### src/rtl/encap_packet.sv
// rtl/encap_packet.sv - serialises one DFX word into a train of 64-bit Aurora frames
// Each frame is {payload[54:0], frame_cnt[4:0], SOF, EOF, 2'b00}; the data output is registered.
module encap_packet #(
  parameter int DATA_WIDTH        = 1024,
  parameter int ADDR_WIDTH        = 10,
  parameter int DATA_DFX_WIDTH    = DATA_WIDTH + ADDR_WIDTH,
  parameter int AURORA_DATA_WIDTH = 64,
  parameter int PAYLOAD_BITS      = 55
) (
  input  logic                         clk,
  input  logic                         rst,
  input  logic [DATA_DFX_WIDTH-1:0]    data_dfx_in,
  input  logic                         valid_dfx_in,
  output logic                         ready_dfx_in,
  output logic [AURORA_DATA_WIDTH-1:0] data_out_dfx,
  output logic                         valid_out_dfx,
  input  logic                         tx_ready,
  output logic                         busy_encap_pkt,
  output logic                         done_encap_pkt
);

  localparam int NUM_FRAMES = (DATA_DFX_WIDTH + PAYLOAD_BITS - 1) / PAYLOAD_BITS;
  localparam int PAD_WIDTH  = NUM_FRAMES * PAYLOAD_BITS;
  localparam int PAD_BITS   = PAD_WIDTH - DATA_DFX_WIDTH;
  localparam int CNT_W      = 5;
  localparam logic [CNT_W-1:0] LAST_FRAME = CNT_W'(NUM_FRAMES - 1);

  localparam logic [0:0] IDLE = 1'b0;
  localparam logic [0:0] SEND = 1'b1;

  logic [0:0]                   r_state;
  logic [DATA_DFX_WIDTH-1:0]    r_word;
  logic [CNT_W-1:0]             r_frame_cnt;
  logic [AURORA_DATA_WIDTH-1:0] r_data_out;
  logic                         r_done;

  logic [PAD_WIDTH-1:0]         w_word_pad;
  logic [PAD_WIDTH-1:0]         w_in_pad;
  logic [CNT_W-1:0]             w_next_cnt;

  // Zero-extending the word makes the short last frame's unused payload bits zero for free.
  assign w_word_pad = {{PAD_BITS{1'b0}}, r_word};
  assign w_in_pad   = {{PAD_BITS{1'b0}}, data_dfx_in};
  assign w_next_cnt = r_frame_cnt + CNT_W'(1);

  function automatic logic [AURORA_DATA_WIDTH-1:0] build_frame(
    input logic [PAD_WIDTH-1:0] pw,
    input logic [CNT_W-1:0]     k
  );
    logic [PAYLOAD_BITS-1:0] w_pl;
    w_pl = pw[int'(k) * PAYLOAD_BITS +: PAYLOAD_BITS];
    return {w_pl, k, (k == '0), (k == LAST_FRAME), 2'b00};
  endfunction

  always_ff @(posedge clk) begin
    if (rst) begin
      r_state     <= IDLE;
      r_word      <= '0;
      r_frame_cnt <= '0;
      r_data_out  <= '0;
      r_done      <= 1'b0;
    end else begin
      r_done <= 1'b0;
      case (r_state)
        IDLE: begin
          if (valid_dfx_in) begin
            r_word      <= data_dfx_in;
            r_frame_cnt <= '0;
            r_data_out  <= build_frame(w_in_pad, '0);
            r_state     <= SEND;
          end
        end
        SEND: begin
          if (tx_ready) begin
            if (r_frame_cnt == LAST_FRAME) begin
              r_state     <= IDLE;
              r_frame_cnt <= '0;
              r_data_out  <= '0;
              r_done      <= 1'b1;
            end else begin
              r_frame_cnt <= w_next_cnt;
              r_data_out  <= build_frame(w_word_pad, w_next_cnt);
            end
          end
        end
        default: r_state <= IDLE;
      endcase
    end
  end

  assign ready_dfx_in   = (r_state == IDLE);
  assign valid_out_dfx  = (r_state == SEND);
  assign busy_encap_pkt = (r_state == SEND);
  assign done_encap_pkt = r_done;
  assign data_out_dfx   = r_data_out;

endmodule

### config.mk
export PLATFORM = sky130hd
export DESIGN_NAME = encap_packet
export DESIGN_NICKNAME = d
export VERILOG_FILES = /design/src/rtl/encap_packet.sv
export SDC_FILE = /design/constraint.sdc
export NUM_CORES = 2
export LEC_CHECK = 0
export CORE_AREA = 2 2 432 434
export CTS_BUF_LIST = sky130_fd_sc_hd__clkbuf_4 sky130_fd_sc_hd__clkbuf_8
export CTS_CLUSTER_DIAMETER = 120
export DETAILED_ROUTE_END_ITERATION = 8
export DIE_AREA = 0 0 434 436
export PLACE_DENSITY_LB_ADDON = 0.15
export SLEW_MARGIN = 20
export SYNTH_ARGS = -nofsm -noshare
export SYNTH_HDL_FRONTEND = slang
export SYNTH_SLANG_ARGS = --single-unit
### constraint.sdc
create_clock -name clk -period 3.1 [get_ports clk]
set_input_delay 0.62 -clock clk [delete_from_list [all_inputs] [get_ports clk]]
set_output_delay 0.62 -clock clk [all_outputs]
set_load 0.1 [all_outputs]
======== Word level (Yosys, flattened, before mapping) ========
Cells that the tools add are included.
word-level totals
  bits of input ports ..................... 1,038
  logic and storage cells ................. 31
  register bits ........................... 1,105
operators by class
  equality and inequality tests ........... 4
  reductions and logical operators ........ 4
  add/sub/neg operators ................... 1
  multipliers ............................. 1
  shift-type cells ........................ 1
  muxes and demuxes ....................... 13
  bitwise operators ....................... 2
operators with widths
  cell                    number
  $shiftx A1045 B12 Y55   1
  $mux W64                3
  $pmux W64 S2            1
  $mux W5                 3
  $mul A5 B6 Y11 const B  1
  $eq A5 B5 Y1 const B    2
  $pmux W5 S2             1
  $add A5 B1 Y5 const B   1
  $logic_not A5 Y1        1
  $mux W1                 4
  $ne A2 B2 Y1 const B    2
  $reduce_and A2 Y1       2
  $reduce_or A3 Y1        1
  $not A1 Y1              2
  $pmux W1 S2             1

======== Longest topological paths before layout ========
  depth in word-level cells ............... 6
  gate-level depth with buffers ........... 14
  mapped depth without buffers ............ 7

======== Least setup slack after synthesis ========
Ideal clock, no wire load.
  kind .................................... register to register
  from .................................... register r_frame_cnt[0]
  to ...................................... register r_data_out[53] (netlist: data_out_dfx[53])
  cell stages (with the launch flop) ...... 15
  setup time .............................. 0.134 ns
  setup slack ............................. -0.404 ns
  arrival time ............................ 3.370 ns
  cell sequence ........................... dfxtp_1 buf_6 buf_6 inv_2 clkbuf_1 ha_1 buf_2 buf_6 buf_4 clkbuf_1 mux4_2 nand2_1 nand2_1 o221ai_1 o22ai_1
between the ends
  cells in the longest elaborated chain, start to end .. 6
  elaborated cells on any way between the ends .. 7
  those cells by class .................... 1 x add/sub; 1 x mul; 1 x eq/ne; 1 x shift; 3 x mux
RTL lines
  what                      line  text
  start: declaration        33    logic [CNT_W-1:0] r_frame_cnt;
  start signal: assignment  81    r_frame_cnt <= w_next_cnt;
  $add A5 B1 Y5             44    assign w_next_cnt = r_frame_cnt + CNT_W'(1);
  $mul A5 B6 Y11            51    w_pl = pw[int'(k) * PAYLOAD_BITS +: PAYLOAD_BITS];
  $shiftx A1045 B12 Y55     51
  $mux W64 (*)              75    if (r_frame_cnt == LAST_FRAME) begin
  $mux W64 (*)              74    if (tx_ready) begin
  $pmux W64 S2 (*)          64    case (r_state)
  end signal: assignment    69    r_data_out <= build_frame(w_in_pad, '0);
  end signal: assignment    82    r_data_out <= build_frame(w_word_pad, w_next_cnt);
  end: declaration          34    logic [AURORA_DATA_WIDTH-1:0] r_data_out;
Mark *: on every way between the ends. The rest lies on a longest branch, timed or not. The select of a mux whose other input is x is not followed.
A chain may end at the register's enable or synchronous reset.

======== Worst setup path in the final report ========
  from .................................... register r_frame_cnt[0]
  to ...................................... register r_data_out[27] (netlist: data_out_dfx[27])
Same word-level chain as after synthesis.

==> report_table.html <==
<table>
<tr><th>Metric</th><th>Value</th></tr>
<tr><th colspan="2">Drt</th></tr>
<tr><td>Final routed wire length divided by cell count</td><td>25.8 um</td></tr>
<tr><td>Remaining DRCs</td><td>0</td></tr>
<tr><td>Detailed-routing iteration count for the pre-antenna-repair pass</td><td>5</td></tr>
<tr><td>Antenna Nets Post-Route</td><td>0</td></tr>
<tr><td>Initial detailed-routing violation count</td><td>2961</td></tr>
<tr><td>Vias after detailed routing</td><td>44.6k</td></tr>
<tr><td>Total detailed-routing wirelength</td><td>239000 um</td></tr>
<tr><td>Via count normalized by instance count</td><td>4.82</td></tr>
<tr><th colspan="2">Setup path</th></tr>
<tr><td>Arrival time worst endpoint</td><td>3.76 ns</td></tr>
<tr><td>Maximum net fanout on the critical path</td><td>44</td></tr>
<tr><td>Kind of start point of the critical path</td><td>flip-flop</td></tr>
<tr><td>Required time of the critical path</td><td>3.95 ns</td></tr>
<tr><td>Element type at the critical path end</td><td>flip-flop</td></tr>
<tr><td>Critical path start-end classification</td><td>flip-flop to flip-flop</td></tr>
<tr><td>Critical register-to-register path endpoint</td><td>data_out_dfx[27]</td></tr>
<tr><td>Cell depth of the worst flop-to-flop path</td><td>8</td></tr>
<tr><td>Source of the worst register-to-register timing path</td><td>r_frame_cnt[0]</td></tr>
<tr><td>Flop-to-flop setup slack</td><td>0.19 ns</td></tr>
<tr><th colspan="2">Yosys</th></tr>
<tr><td>Cell type with the largest total area after synthesis</td><td>dfxtp_1</td></tr>
<tr><td>Post-synthesis register bit count</td><td>1098</td></tr>
<tr><td>Post-Syn Area per Cell</td><td>8.41 um2</td></tr>
<tr><td>Number of different library cells in the post-synthesis netlist</td><td>48</td></tr>
<tr><td>Synth warnings</td><td>0</td></tr>
<tr><td>Count of mapped cells out of synthesis</td><td>5591</td></tr>
<tr><td>Share of flip-flops with an asynchronous set or reset</td><td>0%</td></tr>
<tr><td>Cell with the most instances after synthesis</td><td>nand2_1</td></tr>
<tr><td>Share of the synthesized area in the top cell type</td><td>46.7%</td></tr>
<tr><td>Primary FF master, synth</td><td>dfxtp_1</td></tr>
<tr><td>Largest cells by area after synthesis</td><td>dfxtp_1 (47%), nand2_1 (18%), a21oi_1 (11%)</td></tr>
<tr><td>Commonest cells in the synthesized netlist</td><td>nand2_1 (2215), dfxtp_1 (1098), a21oi_1 (1045)</td></tr>
<tr><td>Number of enable-type register cells in the synthesized netlist</td><td>0</td></tr>
<tr><td>Total standard cell area after synthesis</td><td>0.0470 mm2</td></tr>
<tr><td>Sequential fraction of the synthesis area</td><td>46.7%</td></tr>
<tr><th colspan="2">Global routing</th></tr>
<tr><td>Maximum number of pins on one net before global-route repair</td><td>115</td></tr>
<tr><td>Total global routing overflow</td><td>0</td></tr>
<tr><td>Via count of the first global-routing pass</td><td>44.7k</td></tr>
<tr><td>First-pass GRT wire length</td><td>330000 um</td></tr>
<tr><td>Global-route total usage across every layer</td><td>24.4%</td></tr>
<tr><td>Antenna violations before repair</td><td>61</td></tr>
<tr><th colspan="2">Clock tree</th></tr>
<tr><td>Hold bufs inserted after CTS</td><td>0</td></tr>
<tr><td>CTS tree</td><td>yes</td></tr>
<tr><td>Insertion delay to the later sink of the worst-skew pair</td><td>0.98 ns</td></tr>
<tr><td>Number of clock sinks seen by CTS</td><td>1098</td></tr>
<tr><td>Maximum buffer depth of the clock tree</td><td>3</td></tr>
<tr><td>Clock-pin transition on the worst setup and hold timing paths</td><td>0.06 ns</td></tr>
<tr><td>H-tree levels</td><td>4</td></tr>
<tr><td>Clock Root Buffer</td><td>clkbuf_8</td></tr>
<tr><td>CTS buffer count</td><td>202</td></tr>
<tr><th colspan="2">Timing</th></tr>
<tr><td>Clock skew after layout</td><td>0.0425 ns</td></tr>
<tr><td>Post-route minimum period</td><td>2.91 ns</td></tr>
<tr><td>Final Hold Fails</td><td>0</td></tr>
<tr><td>Maximum frequency from static timing analysis</td><td>343 MHz</td></tr>
<tr><td>Final sum of negative setup slack</td><td>0 ns</td></tr>
<tr><td>Post-route clock period utilization</td><td>94.0%</td></tr>
<tr><td>Max-slew violation count</td><td>0</td></tr>
<tr><td>Transition at the pin with the smallest max-transition slack</td><td>0.972 ns</td></tr>
<tr><td>Final worst hold slack</td><td>0.106 ns</td></tr>
<tr><td>Setup repair after global routing missed its margin</td><td>false</td></tr>
<tr><td>Relative slew slack</td><td>34.9%</td></tr>
<tr><td>Setup violation total in the final timing report</td><td>0</td></tr>
<tr><th colspan="2">Cells and area</th></tr>
<tr><td>Post-route core utilization</td><td>35.4%</td></tr>
<tr><td>NumNets Final</td><td>7621</td></tr>
<tr><td>Synth-to-layout area growth</td><td>39.0%</td></tr>
<tr><td>Layout cells sized above 1</td><td>13.5%</td></tr>
<tr><th colspan="2">Place</th></tr>
<tr><td>Port buffer count</td><td>1103</td></tr>
<tr><td>Half-perimeter wire length after detailed placement</td><td>181000 um</td></tr>
<tr><td>Routability Congestion</td><td>0.856</td></tr>
<tr><th colspan="2">Floorplan</th></tr>
<tr><td>Floorplan die height</td><td>436 um</td></tr>
<tr><td>Die extent in x</td><td>434 um</td></tr>
<tr><td>I/O pin cnt</td><td>1106</td></tr>
<tr><td>Core box area</td><td>0.185 mm2</td></tr>
<tr><td>Std-Cell Rows</td><td>158</td></tr>
<tr><td>Initial core utilization</td><td>25.5%</td></tr>
<tr><td>Full die area</td><td>0.189 mm2</td></tr>
<tr><th colspan="2">Power and ir drop</th></tr>
<tr><td>Max VDD drop</td><td>0.000339 V</td></tr>
<tr><td>Areal power density over the cells</td><td>560 mW/mm2</td></tr>
<tr><td>Leakage power of the design</td><td>23.8 nW</td></tr>
<tr><th colspan="2">Hold path</th></tr>
<tr><td>Hold_sp</td><td>rst</td></tr>
<tr><td>Tightest Hold Check Type</td><td>input port to flip-flop</td></tr>
<tr><td>Hold EP</td><td>r_word[1013]</td></tr>
<tr><td>Depth of the worst hold-timing path</td><td>2</td></tr>
<tr><th colspan="2">Outcome</th></tr>
<tr><td>Outcome</td><td>finished clean</td></tr>
<tr><th colspan="2">Job</th></tr>
<tr><td>Max Cap Viol</td><td>0</td></tr>
</table>
-- worst max-delay path: stages (launching register included) --
cell and delay, ns:
dfxtp_4 0.38, buf_12 0.27, buf_12 0.36, and3_1 0.23, nor3_1 0.05, or2_2 0.29
buf_4 0.31, a32o_1 0.34, a2111oi_2 0.37
-- placed cells by master (no fill, tap or decap), drive strengths merged, types with 3 or more instances in the layout --
cell,instances
nand2,2215
dfxtp,1098
a21oi,1045
clkdlybuf4s50,1036
clkbuf,332
buf,242
mux4,220
mux2i,88
nor2,59
nand3,49
o21ai,46
a32o,44
o311a,44
a2111oi,44
o21a,43
diode,39
clkinv,17
a31oi,12
o221ai,11
mux2,11
a31o,11
a21boi,11
o22ai,11
inv,10
nor3,6
clkinvlp,5
ha,4
nand2b,3
-- sequential cells by signal, summed over array words and instances, names as in the netlist --
name            flops
busy_encap_pkt      1
r_word           1034
data_out_dfx       58
done_encap_pkt      1
r_frame_cnt         4
-- cell type report --
type                       instances  area [um2]
antenna                           39        97.6
clock buffer                     332        4130
clock inverter                    30         239
fill                           19478      119000
inverter                           3        13.8
multi-input combinational       3995       22800
sequential                      1098       22000
tap                             2480        3100
timing repair buffer            1279       13000
-- timing repair --
item | CTS | global route
endpoints found under the hold margin | 0 | 0
gates resized for setup | 2 | 0
setup endpoints to repair | 1 | 0
buffers inserted | 0 | 0
-- logic make-up (layout without fill, tap and decap cells) --
family | after synthesis | in the layout | share of synthesized area [%]
flip-flops | 1098 | 1098 | 46.7
adder cells (fa/ha/maj) | 4 | 4 | 0.106
XOR/XNOR | 3 | 3 | 0.0878
buffers and inverters | 499 | 1644 | 4.88
AO/OA/AOI/OAI | 1328 | 1328 | 16.6
multiplexers | 319 | 319 | 12.7
AND/OR/NAND/NOR | 2339 | 2339 | 18.9
other | 1 | 41 | 0.00797
-- layer usage --
metal	vias up	wire length [um]	track usage, %
li1	21043	-	-
met1	21856	92000	27.8
met3	366	13400	4.92
met2	1305	123000	43.5
met5	-	195	0
met4	32	10000	11.0
-- power breakdown --
| part | internal, mW | switching (mW) | total, mW |
|---|---|---|---|
| registers | 14.9 | 0.495 | 15.4 |
| clock network | 8.47 | 6.64 | 15.1 |
| logic | 2.62 | 3.44 | 6.06 |
| total | 26.0 | 10.6 | 36.6 |
-- stage by stage --
stage                     std cells  worst slack (ns)  area (um2)  power, mW
final                          9256             0.185       65400       36.6
after global routing           9253            0.0259       65400       38.1
after CTS                      9217             0.106       65300       37.1
after detailed placement       8855            0.0974       60900       21.9
after global placement         8855             0.112       60900       21.8
after floorplan                5592             0.119       47100       18.6
-- how the worst max path moves through the flow --
stage / cells after the start / slack (ns) / end / start
after floorplan: 14 / 0.12 / data_out_dfx[53] / r_frame_cnt[0]
after global placement: 8 / 0.11 / data_out_dfx[9] / r_frame_cnt[0]
after detailed placement: 8 / 0.1 / data_out_dfx[9] / r_frame_cnt[0]
after CTS: 7 / 0.11 / data_out_dfx[41] / r_frame_cnt[0]
after global routing: 8 / 0.03 / data_out_dfx[21] / r_frame_cnt[0]
final: 8 / 0.19 / data_out_dfx[27] / r_frame_cnt[0]
No activity file was read; power rests on OpenSTA's default activity.
